File: config.mk
export PLATFORM = sky130hd
export DESIGN_NAME = imem_port_arbiter
export DESIGN_NICKNAME = d
export VERILOG_FILES = /design/src/rtl/imem_pkg.sv /design/src/rtl/imem_port_arbiter.sv
export SDC_FILE = /design/constraint.sdc
export NUM_CORES = 1
export LEC_CHECK = 0
export CAP_MARGIN = 40
export CORE_ASPECT_RATIO = 1.4
export CORE_UTILIZATION = 42
export CTS_CLUSTER_SIZE = 40
export DETAILED_ROUTE_END_ITERATION = 10
export MAX_ROUTING_LAYER = met4
export PLACE_DENSITY = 0.79
export RECOVER_POWER = 50
export SYNTH_ARGS = -nofsm -noshare
export SYNTH_HDL_FRONTEND = slang
export SYNTH_SLANG_ARGS = --single-unit
File: constraint.sdc
create_clock -name clk -period 1.4 [get_ports clk]
set_input_delay 0.28 -clock clk [delete_from_list [all_inputs] [get_ports clk]]
set_output_delay 0.28 -clock clk [all_outputs]
set_load 0.03 [all_outputs]
File: src/rtl/imem_pkg.sv
// Shared definitions for the instruction-ROM port arbiter: default widths,
// the starvation limit and the arbiter state encodings.
package imem_pkg;

    localparam int ADDR_W_DEF     = 10;
    localparam int DATA_W_DEF     = 32;
    localparam int STARVE_MAX_DEF = 4;

    typedef enum logic {
        ST_FETCH_PRI   = 1'b0,
        ST_DEBUG_FORCE = 1'b1
    } arb_state_e;

endpackage

File: src/rtl/imem_port_arbiter.sv
// Shares one single-port instruction ROM between the CPU fetch port and a debug/trace
// read port. Fetch has fixed priority. A starvation guard forces an occasional debug grant.
//
//  state          | meaning
//  ---------------+----------------------------------------------------------
//  ST_FETCH_PRI   | fetch wins; a denied debug request advances starve_cnt
//  ST_DEBUG_FORCE | one-cycle slot reserved for debug; fetch is held off
module imem_port_arbiter
    import imem_pkg::*;
#(
    parameter int ADDR_W     = ADDR_W_DEF,
    parameter int DATA_W     = DATA_W_DEF,
    parameter int STARVE_MAX = STARVE_MAX_DEF
) (
    input  logic              clk,
    input  logic              rst,
    input  logic              f_req,
    input  logic [ADDR_W-1:0] f_addr,
    output logic              f_gnt,
    output logic              f_rvalid,
    output logic [DATA_W-1:0] f_rdata,
    input  logic              d_req,
    input  logic [ADDR_W-1:0] d_addr,
    output logic              d_gnt,
    output logic              d_rvalid,
    output logic [DATA_W-1:0] d_rdata,
    output logic [ADDR_W-1:0] rom_addr,
    input  logic [DATA_W-1:0] rom_data,
    output logic [3:0]        starve_cnt
);

    localparam logic [3:0] CNT_MAX = 4'(STARVE_MAX - 1);

    arb_state_e        state_q, state_d;
    logic [3:0]        cnt_q, cnt_d;
    logic [ADDR_W-1:0] rom_addr_q;
    logic              f_rvalid_q, f_rvalid_d;
    logic              d_rvalid_q, d_rvalid_d;
    logic [DATA_W-1:0] f_rdata_q, f_rdata_d;
    logic [DATA_W-1:0] d_rdata_q, d_rdata_d;

    always_comb begin
        state_d = state_q;
        cnt_d   = cnt_q;
        f_gnt   = 1'b0;
        d_gnt   = 1'b0;
        // No grants while reset is applied, so nothing is launched into a clearing pipeline.
        if (!rst) begin
            unique case (state_q)
                ST_FETCH_PRI: begin
                    if (f_req) begin
                        f_gnt = 1'b1;
                    end else if (d_req) begin
                        d_gnt = 1'b1;
                    end
                    if (f_req && d_req) begin
                        if (cnt_q == CNT_MAX) begin
                            state_d = ST_DEBUG_FORCE;
                        end else begin
                            cnt_d = cnt_q + 4'd1;
                        end
                    end else begin
                        cnt_d = 4'd0;
                    end
                end
                ST_DEBUG_FORCE: begin
                    d_gnt   = d_req;
                    cnt_d   = 4'd0;
                    state_d = ST_FETCH_PRI;
                end
                default: begin
                    state_d = ST_FETCH_PRI;
                    cnt_d   = 4'd0;
                end
            endcase
        end
    end

    always_comb begin
        if (f_gnt) begin
            rom_addr = f_addr;
        end else if (d_gnt) begin
            rom_addr = d_addr;
        end else begin
            rom_addr = rom_addr_q;
        end
        f_rvalid_d = f_gnt;
        d_rvalid_d = d_gnt;
        f_rdata_d  = f_gnt ? rom_data : f_rdata_q;
        d_rdata_d  = d_gnt ? rom_data : d_rdata_q;
    end

    always_ff @(posedge clk) begin
        if (rst) begin
            state_q    <= ST_FETCH_PRI;
            cnt_q      <= 4'd0;
            rom_addr_q <= '0;
            f_rvalid_q <= 1'b0;
            d_rvalid_q <= 1'b0;
            f_rdata_q  <= '0;
            d_rdata_q  <= '0;
        end else begin
            state_q    <= state_d;
            cnt_q      <= cnt_d;
            rom_addr_q <= rom_addr;
            f_rvalid_q <= f_rvalid_d;
            d_rvalid_q <= d_rvalid_d;
            f_rdata_q  <= f_rdata_d;
            d_rdata_q  <= d_rdata_d;
        end
    end

    assign f_rvalid   = f_rvalid_q;
    assign d_rvalid   = d_rvalid_q;
    assign f_rdata    = f_rdata_q;
    assign d_rdata    = d_rdata_q;
    assign starve_cnt = cnt_q;

endmodule

Yosys cells after proc, flatten, opt, wreduce, memory -nomap -nowiden

Index checks and enable logic that the tools add are counted.

Register bits: 81
Input port bits: 56
Output and inout bits: 82
Word-level logic and storage cells: 27

Add/subtract/negate cells: 1
Equality and inequality tests: 2
Muxes and demuxes: 15
Bitwise logic cells: 1
Reductions and logical operators: 1

Operators with widths:

| cell                | count |
|---|---|
| $mux 10             | 2 |
| $mux 1              | 8 |
| $mux 4              | 2 |
| $pmux 4 s2          | 1 |
| $add 4x1->4 const B | 1 |
| $eq 4x2->1 const B  | 1 |
| $pmux 1 s2          | 2 |
| $ne 3x3->1 const B  | 1 |
| $logic_and 1x1->1   | 1 |
| $not 1->1           | 1 |

Logic depth before layout (Yosys ltp)

Depth after elaboration: 6
Gate-level depth with buffers: 5
Mapped depth without buffers: 4

Worst setup path after synthesis

No wires, ideal clock.

Kind: reg-to-output
Start: register state_q
End: output d_gnt
Data arrival time: 1511 ps
Path slack: -391 ps
Stages on the path, launching flop included: 5
Buffers on the path: 2
Path through: dfxtp_1 -> and2b_1 -> buf_4 -> buf_2 -> nor3_1

Cells in the longest elaborated chain, start to end: 3

Ends and longest elaborated chain:

| what                   | line                     | source |
|---|---|---|
| start, declared        | imem_port_arbiter.sv:34  | `arb_state_e state_q, state_d;` |
| start signal, assigned | imem_port_arbiter.sv:103 | `state_q <= state_d;` |
| $not 1->1              | -                        |  |
| $pmux 1 s2 *           | imem_port_arbiter.sv:49  | `unique case (state_q)` |
| $mux 1 *               | imem_port_arbiter.sv:48  | `if (!rst) begin` |
| end, declared          | imem_port_arbiter.sv:24  | `output logic d_gnt,` |

Mark *: on every way between the ends. The rest lies on a longest branch, timed or not.

Worst setup path in the final report

Start: register state_q
End: output rom_addr[8]

Cells in the longest elaborated chain, start to end: 5
Elaborated cells between the ends (all ways): 7
Those cells by class: 6 x mux; 1 x bitwise

Ends and longest elaborated chain:

| what          | line                    | source |
|---|---|---|
| $not 1->1     | -                       |  |
| $pmux 1 s2    | imem_port_arbiter.sv:49 |  |
| $mux 1        | imem_port_arbiter.sv:48 |  |
| $mux 10       | imem_port_arbiter.sv:82 | `end else if (d_gnt) begin` |
| $mux 10 *     | imem_port_arbiter.sv:80 | `if (f_gnt) begin` |
| end, declared | imem_port_arbiter.sv:27 | `output logic [ADDR_W-1:0] rom_addr,` |

Marks and branches as above.

==> impl_metrics.ini <==
[run_status]
run_status = complete, but fails checks
violations = negative setup slack

[grt]
grt_pass1_wl_um = 15730
antenna_found_initial = 0
grt_use_total = 0.2483
grt_max_degree = 49
grt_pass1_vias = 3394
grt_overflow_total = 0

[clocking]
clk_pin_slew_ps = 80
cts_inserted_buffers = 9
htree_num_levels = 3
cts-root-buf = clkbuf_8
clock_latency_ps = 340
cts_buffer_depth = 2
cts_tree = yes
cts_num_sinks = 81

[logic_synthesis]
yosysUniqueCellTypes = 30
yosysWarnings = 0
synth_cells = 392
synth.cell_area_sq_um = 3272
postSynthAreaPerCell_sq_um = 8.347
syn-num-nets = 449
yosysSeqAreaShare = 0.4956
ys_ff_latch = 81

[place]
dpl.hpwl_um = 6574
place_inst = 627
io_buffer_count = 137
globalplace.congestion = 0.8176

[finish]
fin_cells = 646
area_growth_pct = 63.02
finalCoreUtilization = 0.7156
antennaDiodeCount = 0
nets = 601
drive_gt1_frac = 0.2149

[timing]
tightest_slew_ps = 487.9
drv_slew = 0
fin_setup_tns_ps = -3986
clock.fmax_ghz = 0.5539
hold_slack_ps = 381.6
skew_ps = 8.217
final.period_utilization = 1.290
max_slew_margin = 0.6747
rsz0062_at_grt = true
setup_viol = 12
fin_ws_ps = -405.4
fin_crit_ps = 1805
final_hold_viol_count = 0

[routing]
routed_wl_um = 9896
dr_total_vias = 3426
drc = 0
drt-wirelength-per-cell_um = 15.32
firstDrtPassIters = 4
ant_nets = 0
drtIter0Drc = 166
vias_per_cell = 5.303

[floorplanning]
die_x_um = 76.60
initial_core_util = 0.4390
dieHeight_um = 106.4
rows = 37
core_area_sq_um = 7453
io_pins = 138
die_area_sq_um = 8152

[worst_setup_path]
cp_max_fo = 11
startpoint_type = flip-flop
crit_arrival_ps = 1530
critPathKind = reg -> out
cp.required_ps = 1120
crit_path_end_kind = output port

[power_and_ir_drop]
p_leak_nw = 2.172
peakVddDrop_v = 0.0008533
p_per_area_nw_per_um2 = 1011
total_power_mw = 5.393

[flow_run]
cap_viol_max_count = 0

[hold_path]
hold_path_class = in -> reg
[worst paths after layout]
path                    start            end  slack [ps]  cells past startpoint
setup / recovery      state_q    rom_addr[8]        -410                      5
hold / removal            rst  rom_addr_q[3]         380                      3
setup reg to reg      state_q     d_rdata[0]          70                      5
hold reg to reg   f_rdata[18]    f_rdata[18]         460                      2
[sequential cells by signal, indices dropped and copies added (netlist names)]
register	count
f_rdata	32
d_rdata	32
starve_cnt	4
state_q	1
d_rvalid	1
rom_addr_q	10
f_rvalid	1
[worst max-delay path, cell delays in order (launching register included)]
cell and delay (ps):
dfxtp_2 350, nand2b_4 170, buf_12 150, a31oi_2 200
o22a_2 180, buf_6 130
[kinds of logic after synthesis]
family	Yosys count	share of synthesized area
adders and majority gates	1	0.003823
muxes	11	0.03365
DFF	81	0.4956
AOI/OAI and AO/OA	128	0.2199
xor gates and xnor gates	2	0.005355
buffers and inverters	48	0.06768
and+or+nand+nor	121	0.1740
[layout make-up]
type	count	area [sq um]
fillers	583	2120
repair buffers	178	1739
flip-flops and latches	81	1624
multi-input cells	263	1613
clock buffers	11	131.4
well taps	97	121.4
clock inverters	5	63.81
inverters	11	41.29
[timing repair]
action / CTS / global route
resized for setup: 105 / 79
buffers inserted: 2 / 1
endpoints found under the setup margin: 93 / 98
hold buffers: 0 / 0
gates cloned: 0 / 1
endpoints found under the hold margin: 0 / 0
pin swaps: 10 / 8
[power breakdown]
| part | internal (mW) | switching [mW] |
|---|---|---|
| Combinational | 0.559 | 0.670 |
| Clock | 0.839 | 0.844 |
| Sequential | 2.42 | 0.0609 |
| Total | 3.82 | 1.57 |
[synth_stat cells]
master | count | share of area
o21ai_1 | 25 | 0.038
clkbuf_2 | 1 | 0.0015
nand2b_2 | 1 | 0.0027
a21oi_1 | 65 | 0.099
nor3b_1 | 12 | 0.028
o21ai_0 | 7 | 0.011
and2b_1 | 1 | 0.0023
nor2_1 | 3 | 0.0034
buf_1 | 3 | 0.0034
a211oi_1 | 10 | 0.023
o22a_1 | 10 | 0.027
inv_1 | 10 | 0.011
dfxtp_1 | 81 | 0.50
nand3_1 | 33 | 0.050
inv_2 | 1 | 0.0011
ha_1 | 1 | 0.0038
and3_1 | 1 | 0.0019
buf_6 | 1 | 0.0034
nand2_1 | 65 | 0.075
nand2b_1 | 1 | 0.0019
mux2i_1 | 11 | 0.034
a21oi_2 | 1 | 0.0027
a31oi_1 | 10 | 0.019
nand3b_1 | 1 | 0.0023
clkbuf_1 | 12 | 0.014
xor2_1 | 2 | 0.0054
buf_4 | 3 | 0.0069
nor3b_2 | 1 | 0.0038
nor3_1 | 2 | 0.0031
buf_2 | 17 | 0.026
[routing by layer]
metal,routed length [um],part of all wire,vias up,global-route usage
met5,0,0,-,-
met4,377,0.038,0,0.1305
met3,548,0.055,31,0.05837
met2,5189,0.52,119,0.4337
met1,3781,0.38,1607,0.2583
li1,-,-,1669,-
[metrics by stage]
stage	cell area (sq um)	worst slack, ps
2_1_floorplan	3301	-19.08
3_3_place_gp	4955	-551.9
3_5_place_dp	4955	-613.2
4_1_cts	5210	-379.7
5_1_grt	5334	-451.8
6_report	5334	-405.4
[placed cells by master (no fill, tap or decap), types with 2 or more instances in the layout]
| master | instances |
|---|---|
| dlygate4sd2_1 | 13 |
| o21ai_0 | 7 |
| buf_6 | 13 |
| nand3_1 | 33 |
| a21oi_1 | 65 |
| clkbuf_8 | 9 |
| clkdlybuf4s15_2 | 2 |
| clkbuf_1 | 2 |
| a31oi_2 | 3 |
| nor3b_2 | 3 |
| nor2_1 | 3 |
| a31oi_1 | 6 |
| dfxtp_1 | 79 |
| clkinv_4 | 2 |
| nand2_1 | 65 |
| o22a_2 | 10 |
| clkdlybuf4s50_1 | 52 |
| buf_4 | 32 |
| buf_12 | 9 |
| inv_1 | 10 |
| dfxtp_2 | 2 |
| o21ai_1 | 25 |
| nor3b_4 | 9 |
| mux2i_1 | 11 |
| clkdlybuf4s15_1 | 42 |
| buf_2 | 2 |
| xor2_1 | 2 |
| a211oi_1 | 10 |
| clkbuf_2 | 12 |
Note: power is estimated with default switching activity, not from simulation.
